## src/rtl/mul_pkg.sv

```systemverilog
// Shared types and constants for the shift-and-add multiplier.
package mul_pkg;

    localparam int MUL_W     = 64;
    localparam int MUL_CNT_W = 7;

    typedef enum logic [1:0] {
        IDLE = 2'd0,
        RUN  = 2'd1,
        DONE = 2'd2
    } mul_state_e;

endpackage

```

## src/rtl/bit_Adder.sv

```systemverilog
// 64-bit ripple-carry adder: sum/cout = a + b + cin.
module bit_Adder
    import mul_pkg::*;
(
    input  logic [MUL_W-1:0] a,
    input  logic [MUL_W-1:0] b,
    input  logic             cin,
    output logic [MUL_W-1:0] sum,
    output logic             cout
);

    logic carry;

    // Ripple the carry bit by bit from LSB to MSB.
    always_comb begin
        carry = cin;
        sum   = '0;
        for (int i = 0; i < MUL_W; i++) begin
            sum[i] = a[i] ^ b[i] ^ carry;
            carry  = (a[i] & b[i]) | (carry & (a[i] ^ b[i]));
        end
        cout = carry;
    end

endmodule

```

## src/rtl/shift_add_mul64.sv

```systemverilog
// Sequential 64x64 unsigned radix-2 shift-and-add multiplier, 128-bit product.
// Optional feature macro: MUL_EARLY_TERM_EN -- stop as soon as the remaining
// multiplier bits are all zero and realign the product.
module shift_add_mul64
    import mul_pkg::*;
#(
    parameter int WIDTH = MUL_W
) (
    input  logic             clk,
    input  logic             rst_n,
    input  logic             start,
    input  logic [WIDTH-1:0] a_in,
    input  logic [WIDTH-1:0] b_in,
    output logic             ready,
    output logic             done,
    output logic [WIDTH-1:0] prod_hi,
    output logic [WIDTH-1:0] prod_lo
);

    mul_state_e           state, state_nxt;
    logic [WIDTH-1:0]     a_q, p_q, m_q;
    logic [MUL_CNT_W-1:0] cnt_q, cnt_nxt;
    logic [WIDTH-1:0]     add_sum;
    logic                 add_cout;
    logic [WIDTH-1:0]     s, p_nxt, m_nxt;
    logic                 c;
    logic                 finish;
    logic [2*WIDTH-1:0]   prod_nxt;
`ifdef MUL_EARLY_TERM_EN
    logic [WIDTH-1:0]     rem_mask;
`endif

    bit_Adder u_adder (
        .a    (p_q),
        .b    (a_q),
        .cin  (1'b0),
        .sum  (add_sum),
        .cout (add_cout)
    );

    // One iteration: conditional add, then shift {c,S,M} right by one.
    always_comb begin
        c        = m_q[0] ? add_cout : 1'b0;
        s        = m_q[0] ? add_sum  : p_q;
        p_nxt    = {c, s[WIDTH-1:1]};
        m_nxt    = {s[0], m_q[WIDTH-1:1]};
        cnt_nxt  = cnt_q + 1'b1;
`ifdef MUL_EARLY_TERM_EN
        // After cnt_nxt shifts, the unconsumed multiplier bits sit in
        // m_nxt[WIDTH-1-cnt_nxt:0]; at cnt_nxt=WIDTH the mask is empty.
        rem_mask = {WIDTH{1'b1}} >> cnt_nxt;
        finish   = (m_nxt & rem_mask) == '0;
        prod_nxt = {p_nxt, m_nxt} >> (WIDTH - int'(cnt_nxt));
`else
        finish   = (cnt_nxt == MUL_CNT_W'(WIDTH));
        prod_nxt = {p_nxt, m_nxt};
`endif
    end

    // State register.
    always_ff @(posedge clk or negedge rst_n) begin
        if (!rst_n) state <= IDLE;
        else        state <= state_nxt;
    end

    // Next-state logic: IDLE -> RUN on start, RUN -> DONE when finished, DONE lasts one cycle.
    always_comb begin
        state_nxt = state;
        case (state)
            IDLE:    if (start)  state_nxt = RUN;
            RUN:     if (finish) state_nxt = DONE;
            DONE:    state_nxt = IDLE;
            default: state_nxt = IDLE;
        endcase
    end

    assign ready = (state == IDLE);
    assign done  = (state == DONE);

    // Operand latch, iteration registers and product output registers.
    always_ff @(posedge clk or negedge rst_n) begin
        if (!rst_n) begin
            a_q     <= '0;
            p_q     <= '0;
            m_q     <= '0;
            cnt_q   <= '0;
            prod_hi <= '0;
            prod_lo <= '0;
        end else begin
            case (state)
                IDLE: if (start) begin
                    a_q   <= a_in;
                    p_q   <= '0;
                    m_q   <= b_in;
                    cnt_q <= '0;
                end
                RUN: begin
                    p_q   <= p_nxt;
                    m_q   <= m_nxt;
                    cnt_q <= cnt_nxt;
                    if (finish) begin
                        prod_hi <= prod_nxt[2*WIDTH-1:WIDTH];
                        prod_lo <= prod_nxt[WIDTH-1:0];
                    end
                end
                default: ;
            endcase
        end
    end

endmodule
```

## config.mk

```make
export PLATFORM = sky130hd
export DESIGN_NAME = shift_add_mul64
export DESIGN_NICKNAME = d
export VERILOG_FILES = /design/src/rtl/mul_pkg.sv /design/src/rtl/bit_Adder.sv /design/src/rtl/shift_add_mul64.sv
export SDC_FILE = /design/constraint.sdc
export NUM_CORES = 1
export LEC_CHECK = 0
export ABC_AREA = 1
export CAP_MARGIN = 10
export CORE_MARGIN = 2
export CORE_UTILIZATION = 35
export DETAILED_ROUTE_END_ITERATION = 12
export GPL_TIMING_DRIVEN = 0
export PLACE_DENSITY = 0.64
export SKIP_LAST_GASP = 1
export SYNTH_ARGS = -nofsm -noshare
export SYNTH_HDL_FRONTEND = slang
export SYNTH_SLANG_ARGS = --single-unit
export TNS_END_PERCENT = 10
```

## constraint.sdc

```tcl
create_clock -name clk -period 23.9 [get_ports clk]
set_input_delay 4.78 -clock clk [delete_from_list [all_inputs] [get_ports clk]]
set_output_delay 4.78 -clock clk [all_outputs]
set_load 0.1 [all_outputs]
```

==> results of run 1 <==
==> registers in the layout, summed over array words and instances, names as in the netlist <==
| signal | flops |
|---|---|
| a_q | 64 |
| m_q | 64 |
| p_q | 64 |
| prod_hi | 64 |
| prod_lo | 64 |
| cnt_q | 7 |
| state | 2 |
==> cell families after synthesis <==
kind of cell,after synthesis,share of synthesized area (%)
adder cells (fa/ha/maj),66,8.37
AND/OR/NAND/NOR,677,18.9
AO/OA/AOI/OAI,292,10.8
flip-flops,329,53.1
buffers and inverters,332,8.83
==> cell usage after synthesis, types with 5 or more instances <==
| cell type | instances |
|---|---|
| a221oi_1 | 34 |
| buf_1 | 10 |
| buf_2 | 27 |
| buf_4 | 22 |
| clkbuf_1 | 64 |
| dfrtp_1 | 329 |
| fa_1 | 63 |
| inv_1 | 204 |
| nand2_1 | 502 |
| nand4_1 | 129 |
| nor3_1 | 34 |
| o211ai_1 | 30 |
| o21ai_0 | 219 |
| o22ai_1 | 5 |
==> power by group through the flow <==
stage | Combinational, W | Clock (W) | Sequential, W
2_1_floorplan | 0.0000000475 | 0 | 0.000567
3_3_place_gp | 0.0000353 | 0 | 0.000568
3_5_place_dp | 0.0000370 | 0 | 0.000567
4_1_cts | 0.0000372 | 0.000617 | 0.000557
5_1_grt | 0.0000397 | 0.000641 | 0.000557
6_report | 0.0000362 | 0.000603 | 0.000557
==> critical path, delay by kind of cell (launching register included) <==
| kind | cells | cell delay (ns) |
|---|---|---|
| AO/OA/AOI/OAI | 1 | 0.09 |
| adder cells (fa/ha/maj) | 64 | 22.47 |
| buffers and inverters | 2 | 0.13 |
| flip-flops | 1 | 0.36 |
| AND/OR/NAND/NOR | 3 | 0.27 |
==> stage by stage <==
step	TNS (ns)	util [%]	setup slack [ns]	cell area, um2	std cells
2_1_floorplan	0	-	0.0300	15600	1696
3_3_place_gp	-4.10	43.1	-0.913	18900	2548
3_5_place_dp	-5.52	43.3	-1.09	19000	2551
4_1_cts	0	46.3	0.00361	20300	2616
5_1_grt	-0.174	46.4	-0.0891	20400	2616
6_report	0	46.4	0.477	20400	2616
==> layer usage <==
| layer | part of all wire, % | vias up | global-route usage, % |
|---|---|---|---|
| li1 | - | 6136 | - |
| met1 | 45 | 6254 | 25.7 |
| met2 | 47 | 335 | 32.0 |
| met3 | 5.2 | 91 | 3.91 |
| met4 | 2.9 | 10 | 6.23 |
| met5 | 0.15 | - | 0 |
==> worst max path at each step <==
stage / start / endpoint / slack [ns] / cells past startpoint
4_1_cts: a_q[0] / prod_hi[62] / 0.004 / 70
2_1_floorplan: a_q[0] / prod_hi[62] / 0.03 / 70
5_1_grt: a_q[0] / p_q[62] / -0.09 / 70
3_3_place_gp: a_q[0] / prod_hi[62] / -0.91 / 70
3_5_place_dp: a_q[0] / prod_hi[62] / -1.09 / 70
6_report: a_q[0] / prod_hi[62] / 0.48 / 70
==> timing repair <==
item	4_1_cts	5_1_grt
resized for setup	23	13
setup buffers	1	0
endpoints found under the setup margin	8	6
pin swaps	0	4
==> area by class of cell <==
| class | instances | area [um2] | area share (%) |
|---|---|---|---|
| buffer | 124 | 589 | 2.89 |
| inverter | 208 | 781 | 3.83 |
| tap | 592 | 741 | 3.64 |
| clock inverter | 11 | 199 | 0.976 |
| multi-input combinational | 1035 | 6060 | 29.7 |
| sequential | 329 | 8230 | 40.4 |
| timing repair buffer | 264 | 2700 | 13.2 |
| clock buffer | 53 | 1080 | 5.29 |
==> results.json, run 1 <==
{
  "status": "complete, no violations",
  "antenna_found_initial": 5,
  "finalClockSkew_ns": 0.0226,
  "async_flop_share_pct": 100,
  "yosys.area.top_type": "dfrtp_1",
  "htreeDepth": 2,
  "p_int_w": 0.000945,
  "rsz0062_at_grt": "yes",
  "drt_first_pass_iters": 5,
  "fp-row-count": 77,
  "cts.path.max_buffers": 3,
  "min_path_type": "flop to flop",
  "pwr-share-seq_pct": 46.6,
  "synth_edf_count": 0,
  "total_power_w": 0.00120,
  "synth_fp_nets": 1893,
  "ant_nets": 0,
  "grt_pass1_wl_mm": 70.9,
  "p_per_area_mw_per_mm2": 58.7,
  "power.switching_w": 0.000251,
  "postSynthAreaPerCell_um2": 9.15,
  "endpoint_kind": "flop",
  "synth_cell_types": 26,
  "synthFlopType": "dfrtp_1",
  "n_antenna_cell": 0,
  "synth.area.top_cells": "dfrtp_1 (53%), nand2_1 (12%), fa_1 (8.1%), o21ai_0 (7.1%), nand4_1 (5.2%)",
  "crit_fanout": 2,
  "timing.hold.ws_ns": 0.468,
  "grt_overflow": 0,
  "critPathSlowestCell": "fa_1",
  "drive_gt1_share_pct": 8.79,
  "initial_core_util_pct": 35.3,
  "synthesis.area_mm2": 0.0155,
  "ios": 261,
  "drc": 0,
  "fin_crit_sh_pct": 98.0,
  "maxCapViolations": 0,
  "slew_headroom_pct": 24.9,
  "seq_area_frac_synth_pct": 53.1,
  "cts_tree": "yes",
  "port_buffers": 260,
  "fin_nets": 2197,
  "drt_iter0_drc": 1040,
  "rr_endpoint": "prod_hi[62]",
  "r2r_cells": 70,
  "setup_viol": 0,
  "dieArea_mm2": 0.0460,
  "dp_hpwl_mm": 32.5,
  "switching_share_pct": 21.0,
  "clk_latency_ns": 0.57,
  "peakVddDrop_mv": 0.0391,
  "grt_use_total_pct": 19.4,
  "clkPwrFrac_pct": 50.4,
  "die_x_um": 215,
  "cts.clk_slew.worst_paths_ns": 0.06,
  "postRouteWirelength_mm": 44.5,
  "grt_pass1_vias": 13100,
  "routed_via_density": 4.90,
  "crit_top_cell": "fa_2",
  "grt_max_degree": 102,
  "critical-path-max-stage-delay_ns": 0.40,
  "cp.arrival_ns": 23.87,
  "cts_buffers": 38,
  "crit_type": "flop to flop",
  "wire_per_inst_um": 17.0,
  "p_comb_share_pct": 3.0,
  "ys_warn_count": 0,
  "start_kind": "flop",
  "synth_top_area_share_pct": 53.1,
  "layout_min_cycle_time_ns": 23.42,
  "clockRootBuffer": "clkbuf_16",
  "final_common_cell": "nand2_1",
  "final_cell_mix": "nand2_1 (502), dfrtp_1 (329), clkdlybuf4s50_1 (259)",
  "fillerInstances": 4201,
  "required_ns": 24.34,
  "hold_path_startpoint": "prod_hi[62]",
  "worst_slew_pin_slew_ns": 1.12,
  "power.leakage_nw": 9.68,
  "hold-path-endpoint": "prod_hi[62]",
  "clock-sinks": 329,
  "final-hold-violation-count": 0,
  "rrSetupSlack_ns": 0.48,
  "num_vias": 12800,
  "cts_hold_buf": 0,
  "synth_cells": 1696,
  "whs_path_depth": 2,
  "ys_seq_elements": 329,
  "globalplace.congestion": 0.843,
  "design.core.area_mm2": 0.0439,
  "die_height_um": 215,
  "fmax_ghz": 0.0427,
  "slew_violations": 0,
  "reg2reg_from": "a_q[0]",
  "area_growth_syn_to_layout_pct": 31.4
}
(Power assumes the default switching activity.)
==> inputs of run 2 (changes only) <==
--- a/config.mk
+++ b/config.mk
@@ -11,6 +11,7 @@
 export CORE_UTILIZATION = 35
 export DETAILED_ROUTE_END_ITERATION = 12
 export GPL_TIMING_DRIVEN = 0
+export MAX_ROUTING_LAYER = met4
 export PLACE_DENSITY = 0.64
 export SKIP_LAST_GASP = 1
 export SYNTH_ARGS = -nofsm -noshare
==> run 2 against run 1 <==
  * Worst setup slack got worse by 0.0030 ns
  * Register-to-register slack hardly changed
  * Critical path depth is the same
  * Non-clock buffer count is the same
  * Sequential power about the same
  * Largest power group unchanged
  * Cell count is 0.19% higher
  * Die area unchanged
==> results.json, run 2 (synthesis gave the netlist of run 1 again) <==
{
  "final_common_cell": "nand2_1",
  "maxCapViolations": 0,
  "start_kind": "flop",
  "clockRootBuffer": "clkbuf_16",
  "initial_core_util_pct": 35.3,
  "dieArea_mm2": 0.0460,
  "p_int_w": 0.000945,
  "power.switching_w": 0.000251,
  "setup_viol": 0,
  "fin_crit_sh_pct": 98.0,
  "port_buffers": 260,
  "critPathBufInv": 2,
  "crit_top_cell": "fa_2",
  "multi_input_area_mm2": 0.00606,
  "ant_nets": 0,
  "critical-path-max-stage-delay_ns": 0.40,
  "placed_cells": 2551,
  "clock-sinks": 329,
  "grt_max_degree": 102,
  "required_ns": 24.34,
  "clkPwrFrac_pct": 50.4,
  "p_per_area_mw_per_mm2": 58.7,
  "die_height_um": 215,
  "crit_family": "adder cells",
  "fin_cells": 2621,
  "wirelength_met1_mm": 19.8,
  "fillerInstances": 4203,
  "cts_tree": "yes",
  "crit_type": "flop to flop",
  "seq_area_mm2": 0.00823,
  "globalplace.congestion": 0.857,
  "drt_iter0_drc": 1032,
  "htreeDepth": 2,
  "pwr-share-seq_pct": 46.6,
  "slew_headroom_pct": 24.0,
  "cts.clk_slew.worst_paths_ns": 0.06,
  "clk_latency_ns": 0.57,
  "worst_slack_ns": 0.474,
  "drc": 0,
  "cp.arrival_ns": 23.87,
  "antenna_found_initial": 5,
  "switching_share_pct": 21.0,
  "drt_first_pass_iters": 7,
  "routed_via_density": 4.87,
  "status": "complete, no violations",
  "area_growth_syn_to_layout_pct": 31.4,
  "grt_pass1_vias": 13100,
  "cts_buffers": 38,
  "endpoint_kind": "flop",
  "fin_nets": 2197,
  "top_layer_used": "met4",
  "cts.path.max_buffers": 3,
  "fp-row-count": 77,
  "fmax_ghz": 0.0427,
  "grt_overflow": 0,
  "drive_gt1_share_pct": 8.79,
  "post-place-ws_ns": -1.09,
  "route.met2.wl_mm": 21.1,
  "dp_hpwl_mm": 32.5,
  "layout_min_cycle_time_ns": 23.43,
  "ios": 261,
  "postRouteWirelength_mm": 44.3,
  "critPathSlowestCell": "fa_1",
  "min_path_type": "flop to flop",
  "p_comb_share_pct": 3.0,
  "rsz0062_at_grt": "yes",
  "wl_met3_mm": 2.23,
  "slew_violations": 0,
  "final_cell_mix": "nand2_1 (502), dfrtp_1 (329), clkdlybuf4s50_1 (259)",
  "power.leakage_nw": 9.68,
  "peakVddDrop_mv": 0.0390,
  "final-hold-violation-count": 0,
  "grt_use_total_pct": 20.0,
  "die_x_um": 215,
  "worst_slew_pin_slew_ns": 1.14,
  "num_vias": 12800,
  "finalClockSkew_ns": 0.0233,
  "wire_per_inst_um": 16.9,
  "cts_hold_buf": 0,
  "crit_fanout": 2,
  "design.core.area_mm2": 0.0439,
  "grt_pass1_wl_mm": 70.9
}
## run 2: changes by cell type in the layout (fill, tap and decap cells not counted)
cell / delta
diode_2: +5
## run 2: routing by layer
metal | GRT usage [%] | vias up
li1 | - | 6146
met1 | 25.7 | 6228
met2 | 32.1 | 319
met3 | 3.84 | 70
met4 | 6.23 | 0
met5 | - | -
## run 2: path summary, 6_finish.rpt
path / startpoint / endpoint / slack (ns) / cells past startpoint
worst max-delay path: a_q[0] / prod_hi[62] / 0.47 / 70
max in group asynchronous: rst_n / p_q[50] / 18.51 / 3
worst min-delay path: prod_hi[62] / prod_hi[62] / 0.47 / 2
min in group asynchronous: rst_n / prod_lo[43] / 4.14 / 1
worst min register to register: prod_hi[62] / prod_hi[62] / 0.47 / 2
worst max register to register: a_q[0] / prod_hi[62] / 0.47 / 70
## run 2: final cells by class
cell class / count / area share (%)
multi-input combinational: 1035 / 29.7
sequential: 329 / 40.4
clock inverter: 11 / 0.976
timing repair buffer: 264 / 13.2
antenna: 5 / 0.0614
clock buffer: 53 / 5.28
tap: 592 / 3.63
buffer: 124 / 2.89
inverter: 208 / 3.83
## run 2: what timing repair did
| item | CTS | global route |
|---|---|---|
| resized for setup | 23 | 13 |
| endpoints found under the setup margin | 8 | 6 |
| pin swaps | 0 | 4 |
| buffers inserted | 1 | 0 |
## run 2: tightest hold or removal path, stage by stage (launching register included)
cell and delay, ns:
dfrtp_1 0.33, nand2_1 0.05, nand2_1 0.05
## run 2: power groups by stage
stage | logic, W | clock network [W] | registers [W]
global placement | 0.0000353 | 0 | 0.000568
detailed placement | 0.0000370 | 0 | 0.000567
floorplan | 0.0000000475 | 0 | 0.000567
finish | 0.0000361 | 0.000603 | 0.000557
global route | 0.0000397 | 0.000641 | 0.000557
CTS | 0.0000372 | 0.000617 | 0.000557
## run 2: through the flow
stage	setup TNS [ns]	total power (W)	utilization (%)	area, um2	hold slack (ns)
after floorplan	0	0.000567	-	15600	0.455
after global placement	-4.10	0.000603	43.1	18900	0.456
after detailed placement	-5.52	0.000604	43.3	19000	0.457
after CTS	0	0.00121	46.3	20300	0.471
after global routing	-0.174	0.00124	46.4	20400	0.486
final	0	0.00120	46.4	20400	0.468
==> inputs of run 3 (changes only) <==
--- a/config.mk
+++ b/config.mk
@@ -10,7 +10,6 @@
 export CORE_MARGIN = 2
 export CORE_UTILIZATION = 35
 export DETAILED_ROUTE_END_ITERATION = 12
-export GPL_TIMING_DRIVEN = 0
 export MAX_ROUTING_LAYER = met4
 export PLACE_DENSITY = 0.64
 export SKIP_LAST_GASP = 1
==> run 3 against run 2 <==
  * Worst hold slack is essentially flat
  * Sequential power is essentially flat
  * Sequential cell count unchanged
  * Critical endpoint is now p_q[62]
  * Largest power group unchanged
  * Highest routed layer unchanged
==> results.json, run 3 (synthesis gave the netlist of run 1 again) <==
{
  "cts.path.max_buffers": 3,
  "routed_via_density": 4.84,
  "endpoint_kind": "flop",
  "grt_pass1_wl_mm": 65.4,
  "r2r_cells": 70,
  "worst_slew_pin_slew_ns": 1.14,
  "ant_nets": 0,
  "top_layer_used": "met4",
  "required_ns": 24.29,
  "timing.hold.ws_ns": 0.467,
  "dp_hpwl_mm": 25.5,
  "crit_fanout": 2,
  "wl_met3_mm": 2.18,
  "grt_use_total_pct": 18.0,
  "clockRootBuffer": "clkbuf_16",
  "start_kind": "flop",
  "crit_top_cell": "fa_2",
  "final_common_cell": "nand2_1",
  "wire_per_inst_um": 15.7,
  "layout_min_cycle_time_ns": 23.43,
  "total_power_w": 0.00122,
  "fillerInstances": 4294,
  "die_x_um": 215,
  "grt_overflow": 0,
  "design.core.area_mm2": 0.0439,
  "area_growth_syn_to_layout_pct": 28.7,
  "cts_buffers": 39,
  "cts_setup_buffers": 0,
  "finalClockSkew_ns": 0.00960,
  "cp.arrival_ns": 23.83,
  "ios": 261,
  "drive_gt1_share_pct": 7.88,
  "final_cell_mix": "nand2_1 (500), dfrtp_1 (329), clkdlybuf4s50_1 (259)",
  "status": "complete, no violations",
  "fin_crit_sh_pct": 98.1,
  "drt_first_pass_iters": 5,
  "dieArea_mm2": 0.0460,
  "antenna_found_initial": 7,
  "port_buffers": 260,
  "die_height_um": 215,
  "cts.clk_slew.worst_paths_ns": 0.06,
  "critical-path-max-stage-delay_ns": 0.41,
  "cts_tree": "yes",
  "rsz0062_at_grt": "yes",
  "final-hold-violation-count": 0,
  "grt_max_degree": 138,
  "grt_pass1_vias": 12200,
  "route.met2.wl_mm": 18.4,
  "drt_iter0_drc": 908,
  "peakVddDrop_mv": 0.0389,
  "htreeDepth": 2,
  "setup_viol": 0,
  "cts_hold_buf": 0,
  "critPathSlowestCell": "fa_2",
  "globalplace.congestion": 0.788,
  "postRouteWirelength_mm": 39.4,
  "crit_type": "flop to flop",
  "p_per_area_mw_per_mm2": 61.1,
  "wirelength_met1_mm": 18.0,
  "maxCapViolations": 0,
  "whs_path_depth": 2,
  "power.leakage_nw": 9.48,
  "min_path_type": "flop to flop",
  "num_vias": 12200,
  "clock-sinks": 329,
  "fin_nets": 2084,
  "slew_violations": 0,
  "initial_core_util_pct": 35.3,
  "fp-row-count": 77,
  "slew_headroom_pct": 24.3,
  "clk_latency_ns": 0.55,
  "drc": 0,
  "fmax_ghz": 0.0427
}
-- run 3: final timing paths --
check / start / endpoint / slack [ns]
setup / recovery: a_q[0] / p_q[62] / 0.47
hold / removal: prod_lo[57] / prod_lo[57] / 0.47
setup reg to reg: a_q[0] / p_q[62] / 0.47
hold reg to reg: prod_lo[57] / prod_lo[57] / 0.47
max in group asynchronous: rst_n / p_q[28] / 17.27
min in group asynchronous: rst_n / m_q[41] / 4.31
-- run 3: per-stage QoR --
step | std cells | util [%] | setup TNS, ns | worst slack (ns) | cell area (um2)
3_3_place_gp | 2437 | 42.0 | -3.03 | -0.745 | 18500
3_5_place_dp | 2437 | 42.0 | -4.41 | -0.934 | 18500
5_1_grt | 2516 | 45.4 | -0.217 | -0.129 | 20000
6_report | 2517 | 45.5 | 0 | 0.465 | 20000
4_1_cts | 2508 | 45.3 | 0 | 0.0275 | 19900
2_1_floorplan | 1696 | - | 0 | 0.0300 | 15600
-- run 3: final cells by class --
| type | count | area [um2] | share of cell area, % |
|---|---|---|---|
| diodes | 8 | 20.0 | 0.100 |
| clock buffers | 59 | 1220 | 6.13 |
| clock inverters | 12 | 160 | 0.802 |
| inverters | 208 | 791 | 3.96 |
| multi-input cells | 1035 | 6080 | 30.4 |
| flip-flops and latches | 329 | 8230 | 41.2 |
| well taps | 592 | 741 | 3.71 |
| repair buffers | 274 | 2730 | 13.6 |
-- run 3: timing repair --
action                                  in CTS  in global routing
endpoints found under the setup margin       8                  6
hold endpoints to repair                     0                  0
resized for setup                           22                 13
pin swaps                                    0                  7
-- run 3: power breakdown --
group | internal, W | total (W) | switching [W]
clock network | 0.000395 | 0.000630 | 0.000235
logic | 0.0000189 | 0.0000336 | 0.0000147
registers | 0.000557 | 0.000557 | 0
total | 0.000972 | 0.00122 | 0.000250
-- run 3: critical path: cells and delay by family, from the launching register on --
kind	cells	cell delay, ns
fa+ha+maj	64	22.51
compound gates	2	0.20
simple gates	2	0.13
flops	1	0.35
buf+inv	2	0.12
-- run 3: metal layers --
metal  global-route usage, %  vias to the layer above
met4                    4.98                        0
met5                       -                        -
met3                    4.37                       57
met2                    28.2                      268
met1                    23.3                     5925
li1                        -                     5941
